**config.mk**
```make
export PLATFORM = sky130hd
export DESIGN_NAME = feat_buf_arbiter
export DESIGN_NICKNAME = d
export VERILOG_FILES = /design/src/rtl/feat_buf_arbiter.sv
export SDC_FILE = /design/constraint.sdc
export NUM_CORES = 1
export LEC_CHECK = 0
export ABC_AREA = 1
export BUFFER_PORTS_ARGS = -buffer_cell sky130_fd_sc_hd__buf_2
export CAP_MARGIN = 20
export CORE_AREA = 5 5 325 327
export DETAILED_ROUTE_END_ITERATION = 7
export DIE_AREA = 0 0 330 332
export PLACE_DENSITY = 0.3
export SKIP_CTS_REPAIR_TIMING = 1
export SYNTH_ARGS = -nofsm -noshare
export SYNTH_HDL_FRONTEND = slang
export SYNTH_SLANG_ARGS = --single-unit
export TNS_END_PERCENT = 50
```
**constraint.sdc**
```tcl
create_clock -name clk -period 7.1 [get_ports clk]
set_clock_uncertainty 0.2 [all_clocks]
set_input_delay 0.355 -clock clk [delete_from_list [all_inputs] [get_ports clk]]
set_output_delay 0.355 -clock clk [all_outputs]
set_load 0.01 [all_outputs]
```
**src/rtl/feat_buf_arbiter.sv**
```systemverilog
// -----------------------------------------------------------------------------
// feat_buf_arbiter
//
// Shares one single-port feature buffer between NUM_REQ compute engines
// (global average pool, conv engine, DMA). A round-robin arbiter grants at
// most one access per cycle. The granted command is registered toward the
// buffer. An ID FIFO remembers who issued each outstanding read, so the
// in-order read responses can be steered back to their requesters.
//
// Ports
//   clk, rst             clock (rising edge) and asynchronous active-high reset
//   req_valid/we         per-requester request and write flag
//   req_addr/req_wdata   per-requester address/data; slice i = [i*W +: W]
//   req_ready            one-hot grant (combinational)
//   rsp_valid            one-hot read-response strobe (combinational)
//   rsp_data             read data broadcast to all requesters
//   buf_en/we/addr/wdata registered buffer command
//   buf_rdata/buf_rvalid buffer read return (latency >= 1, in order)
//   err_unexp            sticky: read data arrived with no read outstanding
// -----------------------------------------------------------------------------
module feat_buf_arbiter #(
  parameter int NUM_REQ = 3,
  parameter int ADDR_W  = 16,
  parameter int DATA_W  = 128,
  parameter int MAX_OUT = 4
) (
  input  logic                      clk,
  input  logic                      rst,
  input  logic [NUM_REQ-1:0]        req_valid,
  input  logic [NUM_REQ-1:0]        req_we,
  input  logic [NUM_REQ*ADDR_W-1:0] req_addr,
  input  logic [NUM_REQ*DATA_W-1:0] req_wdata,
  output logic [NUM_REQ-1:0]        req_ready,
  output logic [NUM_REQ-1:0]        rsp_valid,
  output logic [DATA_W-1:0]         rsp_data,
  output logic                      buf_en,
  output logic                      buf_we,
  output logic [ADDR_W-1:0]         buf_addr,
  output logic [DATA_W-1:0]         buf_wdata,
  input  logic [DATA_W-1:0]         buf_rdata,
  input  logic                      buf_rvalid,
  output logic                      err_unexp
);

  localparam int ID_W  = $clog2(NUM_REQ);
  localparam int PTR_W = (MAX_OUT > 1) ? $clog2(MAX_OUT) : 1;
  localparam int CNT_W = $clog2(MAX_OUT + 1);

  // State
  logic [ID_W-1:0]   rr_q, rr_d;
  logic [CNT_W-1:0]  count_q, count_d;
  logic [PTR_W-1:0]  wr_ptr_q, wr_ptr_d;
  logic [PTR_W-1:0]  rd_ptr_q, rd_ptr_d;
  logic              buf_en_q, buf_en_d;
  logic              buf_we_q, buf_we_d;
  logic [ADDR_W-1:0] buf_addr_q, buf_addr_d;
  logic [DATA_W-1:0] buf_wdata_q, buf_wdata_d;
  logic              err_q, err_d;
  logic [ID_W-1:0]   id_mem_q [MAX_OUT];

  // Arbitration / FIFO control
  logic [NUM_REQ-1:0] eligible;
  logic               read_ok;
  logic               grant_found;
  logic [ID_W-1:0]    grant_idx;
  logic               hi_found;
  logic [ID_W-1:0]    hi_idx;
  logic [ID_W-1:0]    lo_idx;
  logic               accept;
  logic               push;
  logic               pop;
  logic [ID_W-1:0]    head_id;

  // Per-requester views of the flattened address/data buses
  logic [ADDR_W-1:0] addr_arr  [NUM_REQ];
  logic [DATA_W-1:0] wdata_arr [NUM_REQ];

  for (genvar g = 0; g < NUM_REQ; g++) begin : g_slice
    assign addr_arr[g]  = req_addr[g*ADDR_W +: ADDR_W];
    assign wdata_arr[g] = req_wdata[g*DATA_W +: DATA_W];
  end

  // Reads use the registered count only; a pop in this same cycle gives no
  // credit, which keeps req_ready independent of buf_rvalid.
  assign read_ok  = (count_q < CNT_W'(MAX_OUT));
  assign eligible = req_valid & (req_we | {NUM_REQ{read_ok}});

  // Round-robin search: first eligible index at or above rr wins; if none,
  // wrap to the lowest eligible index. Scanning downward lets the last hit
  // be the lowest index in each class.
  // NOTE: every always_comb output gets a default first so no path leaves it
  // unassigned, which would otherwise infer a latch.
  always_comb begin
    hi_found = 1'b0;
    hi_idx   = '0;
    lo_idx   = '0;
    for (int i = NUM_REQ - 1; i >= 0; i--) begin
      if (eligible[i]) begin
        lo_idx = ID_W'(i);
        if (ID_W'(i) >= rr_q) begin
          hi_found = 1'b1;
          hi_idx   = ID_W'(i);
        end
      end
    end
    grant_found = |eligible;
    grant_idx   = hi_found ? hi_idx : lo_idx;
  end

  assign accept    = grant_found & ~rst;
  assign req_ready = accept ? (NUM_REQ'(1) << grant_idx) : '0;

  assign push    = accept & ~req_we[grant_idx];
  assign pop     = buf_rvalid & (count_q != '0);
  assign head_id = id_mem_q[rd_ptr_q];

  assign rsp_data  = buf_rdata;
  assign rsp_valid = (pop & ~rst) ? (NUM_REQ'(1) << head_id) : '0;

  // Next-state logic
  always_comb begin
    rr_d        = rr_q;
    count_d     = count_q;
    wr_ptr_d    = wr_ptr_q;
    rd_ptr_d    = rd_ptr_q;
    buf_en_d    = 1'b0;
    buf_we_d    = 1'b0;
    buf_addr_d  = buf_addr_q;
    buf_wdata_d = buf_wdata_q;
    err_d       = err_q | (buf_rvalid & (count_q == '0));

    if (accept) begin
      rr_d        = (grant_idx == ID_W'(NUM_REQ - 1)) ? '0 : grant_idx + 1'b1;
      buf_en_d    = 1'b1;
      buf_we_d    = req_we[grant_idx];
      buf_addr_d  = addr_arr[grant_idx];
      buf_wdata_d = wdata_arr[grant_idx];
    end

    if (push) begin
      wr_ptr_d = (wr_ptr_q == PTR_W'(MAX_OUT - 1)) ? '0 : wr_ptr_q + 1'b1;
    end
    if (pop) begin
      rd_ptr_d = (rd_ptr_q == PTR_W'(MAX_OUT - 1)) ? '0 : rd_ptr_q + 1'b1;
    end

    case ({push, pop})
      2'b10:   count_d = count_q + CNT_W'(1);
      2'b01:   count_d = count_q - CNT_W'(1);
      default: count_d = count_q;
    endcase
  end

  // NOTE: sequential state uses non-blocking assignments so every flop samples
  // pre-edge values regardless of process evaluation order.
  always_ff @(posedge clk or posedge rst) begin
    if (rst) begin
      rr_q        <= '0;
      count_q     <= '0;
      wr_ptr_q    <= '0;
      rd_ptr_q    <= '0;
      buf_en_q    <= 1'b0;
      buf_we_q    <= 1'b0;
      buf_addr_q  <= '0;
      buf_wdata_q <= '0;
      err_q       <= 1'b0;
    end else begin
      rr_q        <= rr_d;
      count_q     <= count_d;
      wr_ptr_q    <= wr_ptr_d;
      rd_ptr_q    <= rd_ptr_d;
      buf_en_q    <= buf_en_d;
      buf_we_q    <= buf_we_d;
      buf_addr_q  <= buf_addr_d;
      buf_wdata_q <= buf_wdata_d;
      err_q       <= err_d;
    end
  end

  // NOTE: the ID storage has no reset; an entry is only read after it has been
  // written, because count gates every use of the head.
  always_ff @(posedge clk) begin
    if (push) begin
      id_mem_q[wr_ptr_q] <= grant_idx;
    end
  end

  assign buf_en    = buf_en_q;
  assign buf_we    = buf_we_q;
  assign buf_addr  = buf_addr_q;
  assign buf_wdata = buf_wdata_q;
  assign err_unexp = err_q;

endmodule
```
==> impl_metrics.py <==
metrics = {
    "outcome": {
        "status": "finished, violations left",
        "violations": "hold timing",
    },
    "yosys": {
        "muxShareOfSynthArea_pct": 0,
        "synth_top_family_by_area": "simple AND/OR/NAND/NOR gates",
        "ys_warn_count": 0,
        "synth_edf_count": 8,
        "netlist_instances": 1542,
        "synth_area_mm2": 0.01040,
        "synthAdderAreaFrac_pct": 0.9143,
        "syn_nets": 2118,
        "avgSynthCellArea_um2": 6.744,
        "synth-simple-area-share_pct": 33.76,
        "yosys_register_bits": 164,
        "yosys.area_share.xor_xnor_pct": 0.1684,
        "yosysSeqAreaShare_pct": 39.85,
        "postSynth.asyncResetShare_pct": 95.12,
        "yosysUniqueCellTypes": 29,
        "synth_ff_type": "dfrtp_1",
        "synth_compound_area_share_pct": 4.776,
    },
    "cts": {
        "insertion_delay_ns": 0.49,
        "cts_buffer_depth": 2,
        "cts.sinks": 164,
        "ctsRootBufferMaster": "clkbuf_16",
        "clk_pin_slew_worst_paths_ns": 0.07,
        "cts_tree": "built",
        "numCtsBuffers": 17,
        "cts.htree.levels": 4,
    },
    "place": {
        "port_buffers": 593,
        "dp_hpwl_mm": 41.24,
        "placedCellCount": 3327,
        "place_congestion": 0.7863,
    },
    "floorplanning": {
        "start_util_pct": 10.14,
        "die-height_um": 332,
        "io-pin-count": 850,
        "die_w_um": 330,
        "core_region_area_mm2": 0.1026,
        "rows": 118,
        "dieArea_mm2": 0.1096,
    },
    "power": {
        "swShare_pct": 43.46,
        "pwr-share-clk_pct": 18.4,
        "power_density_mw_per_mm2": 318.1,
        "ir_drop_mv": 0.1788,
        "p_sw_mw": 2.282,
        "seqPwrFrac_pct": 31.3,
        "internal-power_mw": 2.968,
        "power_frac_comb_pct": 50.2,
        "leakagePower_nw": 8.591,
    },
    "drt": {
        "routedWlPerCell_um": 15.11,
        "viasPerCell": 3.273,
        "remaining_drc_errors": 0,
        "wl_mm": 53.98,
        "route.vias.total": 11694,
        "ant_nets": 0,
        "drt_iter0_markers": 404,
        "drtPass1Iterations": 4,
    },
    "sta": {
        "tightestPinTransition_ns": 0.8820,
        "clock.fmax_mhz": 227.4,
        "setup_viol": 0,
        "min_period_over_period_pct": 61.93,
        "hold_slack_ns": -0.01597,
        "hold_viol": 9,
        "drv_slew": 0,
        "slew_headroom_pct": 41.06,
        "rsz0062_at_grt": "false",
        "layout_min_cycle_time_ns": 4.397,
        "tns_ns": 0,
    },
    "final_layout": {
        "final_nets": 2755,
        "syn2layout_area_growth_pct": 58.69,
        "post-route-util_pct": 16.08,
        "drive_gt1_share_pct": 29.61,
        "stdcell_count": 3573,
    },
    "flow_run": {
        "max_cap_viol_count": 0,
    },
    "global_route": {
        "grt_pass1_vias": 11206,
        "grt-ovfl-total": 0,
        "grt_start_max_net_pins": 63,
        "grt_antenna_before_repair": 8,
        "grtUsageTotal_pct": 9.240,
        "grt_pass1_wl_mm": 74.28,
    },
    "worst_setup_path": {
        "cp_data_arrival_time_ns": 4.63,
        "end_kind": "flop",
        "worstPathRequired_ns": 7.33,
        "critPathKind": "in2reg",
        "start_kind": "input pin",
        "critPathMaxFanout": 57,
    },
    "hold_path": {
        "min_path_type": "in2reg",
    },
}
final timing paths:
| path | start | end | slack, ns | cells past startpoint |
|---|---|---|---|---|
| min | req_wdata[329] | buf_wdata[73] | -0.02 | 5 |
| max in group asynchronous | rst | buf_wdata[92] | 5.24 | 4 |
| max reg2reg | count_q[2] | buf_wdata[36] | 2.94 | 11 |
| min in group asynchronous | rst | buf_wdata[100] | 0.25 | 3 |
| min reg2reg | count_q[0] | count_q[0] | 0.27 | 1 |
| max | rst | buf_wdata[36] | 2.70 | 11 |
critical path: stages:
cell           delay, ns
dlygate4sd3_1       0.53
buf_2               0.16
inv_8               0.33
nand2_4             0.45
inv_6               0.48
nand2_1             0.19
inv_2               0.51
buf_4               0.66
nand2_1             0.12
nand4_1             0.12
dlygate4sd3_1       0.55
logic make-up (layout without fill, tap and decap cells):
logic type	after synthesis	count (layout)
flip-flops	164	164
adder cells (fa/ha/maj)	7	7
AO/OA/AOI/OAI	97	97
other	0	1
buffers and inverters	397	1047
XOR/XNOR	2	2
AND/OR/NAND/NOR	875	875
sequential cells by signal, indices dropped and copies added (netlist names):
name       count
wr_ptr_q       2
buf_we         1
count_q        3
id_mem_q       8
rr_q           2
buf_wdata    128
rd_ptr_q       2
buf_addr      16
buf_en         1
err_unexp      1
layout by cell type (no fill, tap or decap), types with 2 or more instances in the layout:
cell / instances
nor2_4: 2
nand3_1: 60
nand4_1: 46
a21oi_1: 48
clkinv_2: 4
dlygate4sd3_1: 213
buf_2: 593
nor2_1: 215
buf_4: 11
nand2_4: 2
nand2_2: 4
inv_4: 2
dfrtp_1: 156
clkbuf_16: 17
o21ai_1: 10
inv_8: 2
edfxtp_1: 8
o21ai_0: 36
ha_1: 6
nand2_1: 543
inv_6: 5
clkinvlp_4: 3
inv_1: 193
per-layer routing:
| metal | part of all wire [%] | track usage, % | vias to the layer above |
|---|---|---|---|
| met5 | 0.10 | 0.04437 | - |
| met4 | 3.7 | 4.268 | 8 |
| met3 | 8.6 | 3.742 | 86 |
| met2 | 49 | 15.49 | 472 |
| met1 | 39 | 10.22 | 5316 |
| li1 | - | - | 5812 |
power by group through the flow:
stage               Combinational, mW  Clock (mW)  Sequential [mW]
finish                           2.64       0.967             1.65
CTS                              2.35        1.03             1.65
global route                     2.96        1.06             1.70
global placement                 2.37           0             1.67
detailed placement               2.35           0             1.66
floorplan                        1.18           0             1.81
synthesized netlist by cell type, types with 17 or more instances:
| cell | number | share of area [%] |
|---|---|---|
| inv_1 | 194 | 7.0 |
| clkbuf_1 | 26 | 0.94 |
| nand2_1 | 543 | 20 |
| buf_6 | 17 | 1.8 |
| o21ai_0 | 36 | 1.7 |
| buf_4 | 130 | 9.4 |
| nand4_1 | 46 | 2.8 |
| nand3_1 | 60 | 2.9 |
| a21oi_1 | 48 | 2.3 |
| dfrtp_1 | 156 | 38 |
| buf_2 | 24 | 1.2 |
| nor2_1 | 215 | 7.8 |
stage by stage:
| step | hold WS [ns] | setup slack (ns) | power [mW] | cell area (um2) |
|---|---|---|---|---|
| finish | -0.01597 | 2.703 | 5.250 | 16500 |
| global route | 0.001436 | 2.211 | 5.720 | 16500 |
| CTS | -0.3360 | 3.098 | 5.033 | 14370 |
| detailed placement | 0.2453 | 3.032 | 4.007 | 13810 |
| global placement | 0.2437 | 3.110 | 4.046 | 13810 |
| floorplan | 0.2465 | 1.452 | 2.993 | 10400 |
final cells by class:
class	instances	area (um2)
fillers	12009	86110
repair buffers	817	5182
flip-flops and latches	164	4144
multi-input cells	981	4135
well taps	1380	1727
inverters	198	758.2
clock buffers	18	429.2
clock inverters	14	125.1
diodes	1	2.502
No activity file was read; power rests on OpenSTA's default activity.
